$ cat src/rtl/psqwg_multi_pkg.sv
// Shared types and parameter helpers for the multi-channel square-wave generator.
// Holds the channel FSM encoding and the clocks-per-unit derivation.
package psqwg_multi_pkg;

    typedef enum logic [1:0] {
        ST_IDLE = 2'b00,
        ST_HIGH = 2'b01,
        ST_LOW  = 2'b10
    } state_e;

    function automatic int div_of(input int t, input int unit_ns);
        return unit_ns / t;
    endfunction

    // Phase counter must hold the longest phase without wrapping.
    function automatic bit cfg_legal(
        input int t,
        input int unit_ns,
        input int m_bits,
        input int n_bits,
        input int cnt_bits
    );
        int d;
        int mx;
        d  = unit_ns / t;
        mx = ((1 << m_bits) > (1 << n_bits)) ?
             (1 << m_bits) - 1 : (1 << n_bits) - 1;
        return (unit_ns % t == 0) && (d > 0) &&
               ((1 << cnt_bits) > mx * d);
    endfunction

endpackage

$ cat src/rtl/psqwg_multi_if.sv
// Bundled per-channel control and output buses of psqwg_multi.
// The generator sits on the slave side; the controller drives the master side.
interface psqwg_multi_if #(
    parameter int CH         = 4,
    parameter int M_BITS     = 4,
    parameter int N_BITS     = 4,
    parameter int BURST_BITS = 8
);
    logic [CH-1:0]            en;
    logic [CH-1:0]            cfg_we;
    logic [CH*M_BITS-1:0]     m;
    logic [CH*N_BITS-1:0]     n;
    logic [CH*BURST_BITS-1:0] burst;
    logic [CH-1:0]            sq_wave;
    logic [CH-1:0]            busy;
    logic [CH-1:0]            done;

    modport master (
        output en, cfg_we, m, n, burst,
        input  sq_wave, busy, done
    );

    modport slave (
        input  en, cfg_we, m, n, burst,
        output sq_wave, busy, done
    );
endinterface

$ cat src/rtl/psqwg_multi_chan.sv
// One generator channel: shadow/active config, phase and burst counters,
// and the IDLE/HIGH/LOW FSM with registered outputs.
module psqwg_chan
    import psqwg_multi_pkg::*;
#(
    parameter int DIV          = 5,
    parameter int M_BITS       = 4,
    parameter int N_BITS       = 4,
    parameter int BURST_BITS   = 8,
    parameter int COUNTER_BITS = 7
) (
    input  logic                  clk,
    input  logic                  rst,
    input  logic                  en_i,
    input  logic                  cfg_we_i,
    input  logic [M_BITS-1:0]     m_i,
    input  logic [N_BITS-1:0]     n_i,
    input  logic [BURST_BITS-1:0] burst_i,
    output logic                  sq_o,
    output logic                  busy_o,
    output logic                  done_o
);
    localparam logic [COUNTER_BITS-1:0] C_ONE = COUNTER_BITS'(1);
    localparam logic [COUNTER_BITS-1:0] C_DIV = COUNTER_BITS'(DIV);

    state_e                  state_q;
    logic [COUNTER_BITS-1:0] cnt_q;
    logic [BURST_BITS-1:0]   pcnt_q;
    logic [M_BITS-1:0]       sh_m_q, act_m_q;
    logic [N_BITS-1:0]       sh_n_q, act_n_q;
    logic [BURST_BITS-1:0]   sh_b_q, act_b_q;
    logic                    en_d1_q, en_d2_q;
    logic                    sq_q, done_q;

    logic [M_BITS-1:0]       eff_m;
    logic [N_BITS-1:0]       eff_n;
    logic [BURST_BITS-1:0]   eff_b;
    logic [COUNTER_BITS-1:0] m_last, n_last;
    logic [BURST_BITS-1:0]   pcnt_nx;
    logic                    rise, start_hi;
    logic                    hi_end, lo_end;
    logic                    bound, pend, fin;
    state_e                  st_start;

    // A write on the boundary cycle reaches the active set directly.
    assign eff_m = cfg_we_i ? m_i     : sh_m_q;
    assign eff_n = cfg_we_i ? n_i     : sh_n_q;
    assign eff_b = cfg_we_i ? burst_i : sh_b_q;

    assign m_last   = COUNTER_BITS'(act_m_q) * C_DIV - C_ONE;
    assign n_last   = COUNTER_BITS'(act_n_q) * C_DIV - C_ONE;
    assign pcnt_nx  = pcnt_q + BURST_BITS'(1);
    assign rise     = en_d1_q & ~en_d2_q & en_i;
    assign start_hi = (eff_m != '0);
    assign st_start = start_hi ? ST_HIGH : ST_LOW;

    assign hi_end = (state_q == ST_HIGH) && (cnt_q == m_last);
    assign lo_end = (state_q == ST_LOW) &&
                    ((act_n_q == '0) || (cnt_q == n_last));
    assign bound  = (hi_end && (act_n_q == '0)) || lo_end;
    // An all-zero period only reloads config; it never counts.
    assign pend   = bound && ((act_m_q != '0) || (act_n_q != '0));
    assign fin    = pend && (act_b_q != '0) && (pcnt_nx == act_b_q);

    always_ff @(posedge clk) begin
        if (rst) begin
            state_q <= ST_IDLE;
            cnt_q   <= '0;
            pcnt_q  <= '0;
            sh_m_q  <= '0;
            sh_n_q  <= '0;
            sh_b_q  <= '0;
            act_m_q <= '0;
            act_n_q <= '0;
            act_b_q <= '0;
            en_d1_q <= 1'b0;
            en_d2_q <= 1'b0;
            sq_q    <= 1'b0;
            done_q  <= 1'b0;
        end else begin
            en_d1_q <= en_i;
            en_d2_q <= en_d1_q;
            done_q  <= 1'b0;
            if (cfg_we_i) begin
                sh_m_q <= m_i;
                sh_n_q <= n_i;
                sh_b_q <= burst_i;
            end
            unique case (state_q)
                ST_IDLE: begin
                    if (rise) begin
                        act_m_q <= eff_m;
                        act_n_q <= eff_n;
                        act_b_q <= eff_b;
                        state_q <= st_start;
                        cnt_q   <= '0;
                        pcnt_q  <= '0;
                        sq_q    <= start_hi;
                    end
                end
                ST_HIGH, ST_LOW: begin
                    if (!en_i) begin
                        state_q <= ST_IDLE;
                        sq_q    <= 1'b0;
                    end else if (fin) begin
                        state_q <= ST_IDLE;
                        sq_q    <= 1'b0;
                        done_q  <= 1'b1;
                    end else if (bound) begin
                        act_m_q <= eff_m;
                        act_n_q <= eff_n;
                        act_b_q <= eff_b;
                        state_q <= st_start;
                        cnt_q   <= '0;
                        sq_q    <= start_hi;
                        if (pend && (act_b_q != '0)) begin
                            pcnt_q <= pcnt_nx;
                        end
                    end else if (hi_end) begin
                        state_q <= ST_LOW;
                        cnt_q   <= '0;
                        sq_q    <= 1'b0;
                    end else begin
                        cnt_q <= cnt_q + C_ONE;
                    end
                end
                default: begin
                    state_q <= ST_IDLE;
                    sq_q    <= 1'b0;
                end
            endcase
        end
    end

    assign sq_o   = sq_q;
    assign busy_o = (state_q != ST_IDLE);
    assign done_o = done_q;

endmodule

$ cat src/rtl/psqwg_multi.sv
// Multi-channel programmable square-wave generator top level.
// Replicates one independent channel per bit of the bundled buses.
module psqwg_multi
    import psqwg_multi_pkg::*;
#(
    parameter int T            = 20,
    parameter int UNIT_NS      = 100,
    parameter int CH           = 4,
    parameter int M_BITS       = 4,
    parameter int N_BITS       = 4,
    parameter int BURST_BITS   = 8,
    parameter int COUNTER_BITS = 7
) (
    input  logic          clk,
    input  logic          rst,
    psqwg_multi_if.slave  bus
);
    localparam int DIV = div_of(T, UNIT_NS);

    logic [CH-1:0] sq_w;
    logic [CH-1:0] busy_w;
    logic [CH-1:0] done_w;

    for (genvar i = 0; i < CH; i++) begin : g_ch
        psqwg_chan #(
            .DIV          (DIV),
            .M_BITS       (M_BITS),
            .N_BITS       (N_BITS),
            .BURST_BITS   (BURST_BITS),
            .COUNTER_BITS (COUNTER_BITS)
        ) u_chan (
            .clk      (clk),
            .rst      (rst),
            .en_i     (bus.en[i]),
            .cfg_we_i (bus.cfg_we[i]),
            .m_i      (bus.m[i*M_BITS +: M_BITS]),
            .n_i      (bus.n[i*N_BITS +: N_BITS]),
            .burst_i  (bus.burst[i*BURST_BITS +: BURST_BITS]),
            .sq_o     (sq_w[i]),
            .busy_o   (busy_w[i]),
            .done_o   (done_w[i])
        );
    end

    assign bus.sq_wave = sq_w;
    assign bus.busy    = busy_w;
    assign bus.done    = done_w;

endmodule

$ cat src/flat_wrapper.sv
// flat-port wrapper written by rule: the top's interface ports become plain ports
module psqwg_multi_flat import psqwg_multi_pkg::*;
#(
    parameter int T            = 20,
    parameter int UNIT_NS      = 100,
    parameter int CH           = 4,
    parameter int M_BITS       = 4,
    parameter int N_BITS       = 4,
    parameter int BURST_BITS   = 8,
    parameter int COUNTER_BITS = 7
)
  (clk, rst, bus_en, bus_cfg_we, bus_m, bus_n, bus_burst, bus_sq_wave, bus_busy, bus_done);
  psqwg_multi_if #(.CH(CH), .M_BITS(M_BITS), .N_BITS(N_BITS), .BURST_BITS(BURST_BITS)) bus_i ();
  input  logic clk;
  input  logic rst;
  input wire logic [$bits(bus_i.en)-1:0] bus_en;
  input wire logic [$bits(bus_i.cfg_we)-1:0] bus_cfg_we;
  input wire logic [$bits(bus_i.m)-1:0] bus_m;
  input wire logic [$bits(bus_i.n)-1:0] bus_n;
  input wire logic [$bits(bus_i.burst)-1:0] bus_burst;
  output wire logic [$bits(bus_i.sq_wave)-1:0] bus_sq_wave;
  output wire logic [$bits(bus_i.busy)-1:0] bus_busy;
  output wire logic [$bits(bus_i.done)-1:0] bus_done;
  assign bus_i.en = bus_en;
  assign bus_i.cfg_we = bus_cfg_we;
  assign bus_i.m = bus_m;
  assign bus_i.n = bus_n;
  assign bus_i.burst = bus_burst;
  assign bus_sq_wave = bus_i.sq_wave;
  assign bus_busy = bus_i.busy;
  assign bus_done = bus_i.done;
  psqwg_multi #(.T(T), .UNIT_NS(UNIT_NS), .CH(CH), .M_BITS(M_BITS), .N_BITS(N_BITS), .BURST_BITS(BURST_BITS), .COUNTER_BITS(COUNTER_BITS)) u_core (.clk(clk), .rst(rst), .bus(bus_i));
endmodule
$ cat config.mk
export PLATFORM = sky130hd
export DESIGN_NAME = psqwg_multi_flat
export DESIGN_NICKNAME = d
export VERILOG_FILES = /design/src/rtl/psqwg_multi_pkg.sv /design/src/rtl/psqwg_multi_if.sv /design/src/rtl/psqwg_multi_chan.sv /design/src/rtl/psqwg_multi.sv /design/src/flat_wrapper.sv
export SDC_FILE = /design/constraint.sdc
export NUM_CORES = 1
export LEC_CHECK = 0
export ABC_AREA = 1
export CORE_MARGIN = 4
export CORE_UTILIZATION = 45
export DETAILED_ROUTE_END_ITERATION = 6
export DONT_BUFFER_PORTS = 1
export SYNTH_ARGS = -nofsm -noshare
export SYNTH_HDL_FRONTEND = slang
export SYNTH_SLANG_ARGS = --single-unit
$ cat constraint.sdc
create_clock -name clk -period 3.8 [get_ports clk]
set_input_delay 0.76 -clock clk [delete_from_list [all_inputs] [get_ports clk]]
set_output_delay 0.76 -clock clk [all_outputs]
set_load 0.05 [all_outputs]
==> metrics.md <==
| Metric | Value |
|---|---|
| Outcome | `finished clean` |
| Most common cell after layout, fill and taps aside | `sky130_fd_sc_hd__nand2_1` |
| Post-CTS Setup Bufs | `0` |
| Ratio of cells with drive above 1 in the final layout | `4.83%` |
| Antenna Diode Count | `0` |
| Endpoint class of the critical path | `flop` |
| First-pass DRT Iterations | `5` |
| Aggregate global-route resource usage | `roughly 18%` |
| Worst reg2reg path startpoint | `u_core.g_ch[1].u_chan.act_n_q[0]` |
| Final weighted congestion in routability-driven placement | `about 0.85` |
| Per-cell via count in the routed design | `4.86` |
| Final antenna-violating net count | `0` |
| Crit path arrival time | `~3.7 ns` |
| Share of the clock period used by the worst path | `a little under nine tenths` |
| Main area contributors after synthesis | `sky130_fd_sc_hd__dfxtp_1 (30%), sky130_fd_sc_hd__nand2_1 (14%), sky130_fd_sc_hd__ha_1 (9.3%)` |
| Count of filler cells inserted in the layout | `3111` |
| Die Y | `184 um` |
| Number of gates resized after cts | `0` |
| Highest net fanout along the worst path | `12` |
| Min-delay worst type | `in -> reg` |
| Iteration-0 DRC count of the detailed router | `593` |
| Sequential element share of the synthesized area | `between 20% and 30%` |
| Main flop type after synthesis | `sky130_fd_sc_hd__dfxtp_1` |
| Fraction of synthesized area in multiplexers | `3.45%` |
| Initial antenna violation count | `0` |
| P&R area growth vs syn | `7.34%` |
| Leftover overflow at the end of global routing | `0` |
| # H-tree levels | `1` |
| Mapped Cells | `2066` |
| DRC Markers | `0` |
| Area enclosed by the die boundary | `approximately 34000 um^2` |
| Leak | `7.46 nW` |
| Max Cap Violations | `0` |
| Detailed placement HPWL | `22900 um` |
| Maximum number of pins on one net before global-route repair | `95` |
| Total CTS buffers | `25` |
| Share of Yosys cell area claimed by the top area cell type | `between 20% and 30%` |
| Power density over the cells | `1030 nW/um^2` |
| Max Buffers Root-to-Sink | `3` |
| Required time reported for the critical path endpoint | `4.26 ns` |
| Final net count | `2224` |
| Min-delay src | `rst` |
| Row Count | `64` |
| Worst-case clock skew | `around 0.014 ns` |
| Most used cells in the layout excluding fill and tap cells | `sky130_fd_sc_hd__nand2_1 (517), sky130_fd_sc_hd__nor2_1 (344), sky130_fd_sc_hd__inv_1 (283)` |
| Total clock sinks | `208` |
| Placed instance count | `around 2400` |
| Std-Cell Core Area | `30600 um^2` |
| Combinational family with the most area after synthesis | `simple AND/OR/NAND/NOR gates` |
| Filler-free cell count of the finished design | `~2400` |
| Count of flip-flops with a built-in enable after synthesis | `0` |
| Wire length per cell | `12.5 um` |
| Detailed-route via count | `11900` |
| Cell at the root of the clock tree | `sky130_fd_sc_hd__clkbuf_16` |
| Start point of the critical path | `u_core.g_ch[1].u_chan.act_n_q[0]` |
| Initial cell density of the core | `between 40% and 50%` |
| Hold-fix buffers, CTS | `0` |
| Critical path launch point type | `flop` |
| Arithmetic-cell share of the synthesized area counting full adders, half adders and majority gates | `11.6%` |
| Post-synth net total | `2260` |
| Per-instance average area after synthesis | `6.74 um^2` |
| Floorplan die width | `184 um` |
| Final critical path time including I/O delays and setup | `3.26 ns` |
| Worst VDD drop | `0.381 mV` |
| Number of primary I/O pins | `86` |
| Post-Synth Simple-Gate Area | `34.1%` |
| Sum Neg Setup Slack | `0 ns` |
| Post-CTS clock slew at the launch and capture registers of the worst setup and hold paths | `0.06 ns` |
| Slew at the pin closest to its max-slew limit | `roughly 0.77 ns` |
| Number of global-route vias before repair | `about 11000` |
| Count of distinct cell types in the synthesized netlist | `between 40 and 50` |
| Slew Limit Headroom | `48.4%` |
| Final Max Slew Viols | `0` |
| Post-synthesis xor/xnor area fraction | `4.18%` |
| Share of the synthesized area in compound gates (AO/OA/AOI/OAI) | `5.68%` |
| Yosys warnings | `0` |
| Highest Clock Rate | `306 MHz` |
| Count of final setup violators | `0` |
| Insertion delay to the later sink of the worst-skew pair | `0.52 ns` |
| Worst setup path class | `reg -> reg` |
| Number of register bits inferred by synthesis | `208` |
| Total Wirelength | `about 31000 um` |
| Count of final hold-check violations | `0` |
| Ys async rst share | `0%` |
| Port bufs | `0` |
| Clock tree from TritonCTS | `built` |
| Unrepaired setup endpoints after global routing | `false` |
| Cell type with the largest total area after synthesis | `sky130_fd_sc_hd__dfxtp_1` |
| Global-route wire length before repair | `~53000 um` |
| Cell area after technology mapping | `13900 um^2` |
==> stage by stage <==
step | util [%] | total power [W] | hold slack, ns | worst slack (ns) | area (um^2)
6_report | 48.9 | 0.0154 | 0.308 | 0.537 | 15000
5_1_grt | 48.9 | 0.0172 | 0.285 | 0.144 | 15000
4_1_cts | 48.9 | 0.0155 | 0.293 | 0.466 | 15000
3_5_place_dp | 46.1 | 0.0129 | 0.431 | 0.505 | 14100
3_3_place_gp | 46.1 | 0.0127 | 0.417 | 0.586 | 14100
2_1_floorplan | - | 0.0113 | 0.412 | 0.922 | 13900
==> Yosys cell counts (2+ instances only) <==
library cell	count
sky130_fd_sc_hd__o21ai_1	4
sky130_fd_sc_hd__nand2_1	517
sky130_fd_sc_hd__buf_2	16
sky130_fd_sc_hd__nand3_1	137
sky130_fd_sc_hd__xor2_1	33
sky130_fd_sc_hd__nand3_4	2
sky130_fd_sc_hd__a32oi_1	4
sky130_fd_sc_hd__nand3b_1	14
sky130_fd_sc_hd__inv_2	3
sky130_fd_sc_hd__nor2_4	3
sky130_fd_sc_hd__o21a_1	2
sky130_fd_sc_hd__inv_1	283
sky130_fd_sc_hd__nor3_1	9
sky130_fd_sc_hd__nor4_1	10
sky130_fd_sc_hd__nor2_2	9
sky130_fd_sc_hd__a21oi_1	74
sky130_fd_sc_hd__or2_2	3
sky130_fd_sc_hd__nand4_1	41
sky130_fd_sc_hd__buf_6	10
sky130_fd_sc_hd__o21ai_0	49
sky130_fd_sc_hd__nand3_2	3
sky130_fd_sc_hd__xnor2_1	31
sky130_fd_sc_hd__clkbuf_1	31
sky130_fd_sc_hd__fa_1	16
sky130_fd_sc_hd__or2_1	2
sky130_fd_sc_hd__buf_4	14
sky130_fd_sc_hd__dfxtp_1	208
sky130_fd_sc_hd__clkbuf_2	3
sky130_fd_sc_hd__nand4_4	3
sky130_fd_sc_hd__o22ai_1	3
sky130_fd_sc_hd__o31ai_1	5
sky130_fd_sc_hd__o211ai_1	2
sky130_fd_sc_hd__nand2_2	11
sky130_fd_sc_hd__mux2i_1	48
sky130_fd_sc_hd__a21oi_2	2
sky130_fd_sc_hd__inv_4	4
sky130_fd_sc_hd__ha_1	104
sky130_fd_sc_hd__nor2_1	344
==> sequential cells by signal (all words and copies together) (netlist names) <==
register                    count
u_core.g_ch.u_chan.act_b_q     32
u_core.g_ch.u_chan.pcnt_q      32
u_core.g_ch.u_chan.sh_b_q      32
u_core.g_ch.u_chan.cnt_q       28
u_core.g_ch.u_chan.act_m_q     16
u_core.g_ch.u_chan.act_n_q     16
u_core.g_ch.u_chan.sh_m_q      16
u_core.g_ch.u_chan.sh_n_q      16
u_core.g_ch.u_chan.state_q      7
u_core.g_ch.u_chan.done_o       4
u_core.g_ch.u_chan.en_d1_q      4
u_core.g_ch.u_chan.en_d2_q      4
u_core.g_ch.u_chan.sq_o         1
==> metal layers <==
layer | wire [um] | part of all wire, % | GRT usage [%]
met4 | 430 | 1.4 | 3.31
met5 | 0 | 0 | 0
met2 | 13400 | 44 | 29.7
met1 | 15300 | 50 | 25.3
met3 | 1480 | 4.8 | 3.46
==> cell type report <==
| cell class | instances | area [um^2] | area share [%] |
|---|---|---|---|
| clock buffers | 33 | 676 | 4.52 |
| clock inverters | 12 | 191 | 1.28 |
| inverters | 291 | 1100 | 7.38 |
| multi-input cells | 1492 | 8220 | 55.0 |
| flip-flops and latches | 208 | 4160 | 27.8 |
| well taps | 396 | 495 | 3.31 |
| repair buffers | 12 | 103 | 0.686 |
==> path summary, 6_finish.rpt <==
check	depth (start not counted)	to	slack, ns
worst min register to register	2	u_core.g_ch[1].u_chan.en_d2_q	0.43
worst min-delay path	1	u_core.g_ch[3].u_chan.sh_b_q[4]	0.31
worst max register to register	22	u_core.g_ch[1].u_chan.cnt_q[5]	0.54
worst max-delay path	22	u_core.g_ch[1].u_chan.cnt_q[5]	0.54
==> where the power goes <==
group | internal (W) | switching [W]
Combinational | 0.00358 | 0.00558
Sequential | 0.00287 | 0.000827
Clock | 0.00159 | 0.000937
Total | 0.00803 | 0.00734
==> logic make-up after synthesis <==
family | Yosys count
muxes | 48
buffers and inverters | 366
xor gates and xnor gates | 65
AOI/OAI and AO/OA | 147
and+or+nand+nor | 1112
adders and majority gates | 120
DFF | 208
==> critical path, cell delays in order (launching register included) <==
cell	delay (ns)
sky130_fd_sc_hd__dfxtp_1	0.38
sky130_fd_sc_hd__inv_1	0.12
sky130_fd_sc_hd__fa_1	0.54
sky130_fd_sc_hd__inv_1	0.04
sky130_fd_sc_hd__ha_1	0.35
sky130_fd_sc_hd__inv_1	0.06
sky130_fd_sc_hd__nand2_1	0.07
sky130_fd_sc_hd__nand2_1	0.05
sky130_fd_sc_hd__nand2_1	0.05
sky130_fd_sc_hd__nand2_1	0.05
sky130_fd_sc_hd__nor2_1	0.14
sky130_fd_sc_hd__nand2_1	0.07
sky130_fd_sc_hd__nor2_1	0.09
sky130_fd_sc_hd__nand2_1	0.06
sky130_fd_sc_hd__nand2_1	0.07
sky130_fd_sc_hd__nand2_1	0.08
sky130_fd_sc_hd__nand2_2	0.15
sky130_fd_sc_hd__nand4_4	0.21
sky130_fd_sc_hd__nand2_1	0.30
sky130_fd_sc_hd__inv_2	0.12
sky130_fd_sc_hd__nand2_1	0.07
sky130_fd_sc_hd__nand2_1	0.04
sky130_fd_sc_hd__nor2_1	0.10
No activity file was read; power rests on OpenSTA's default activity.
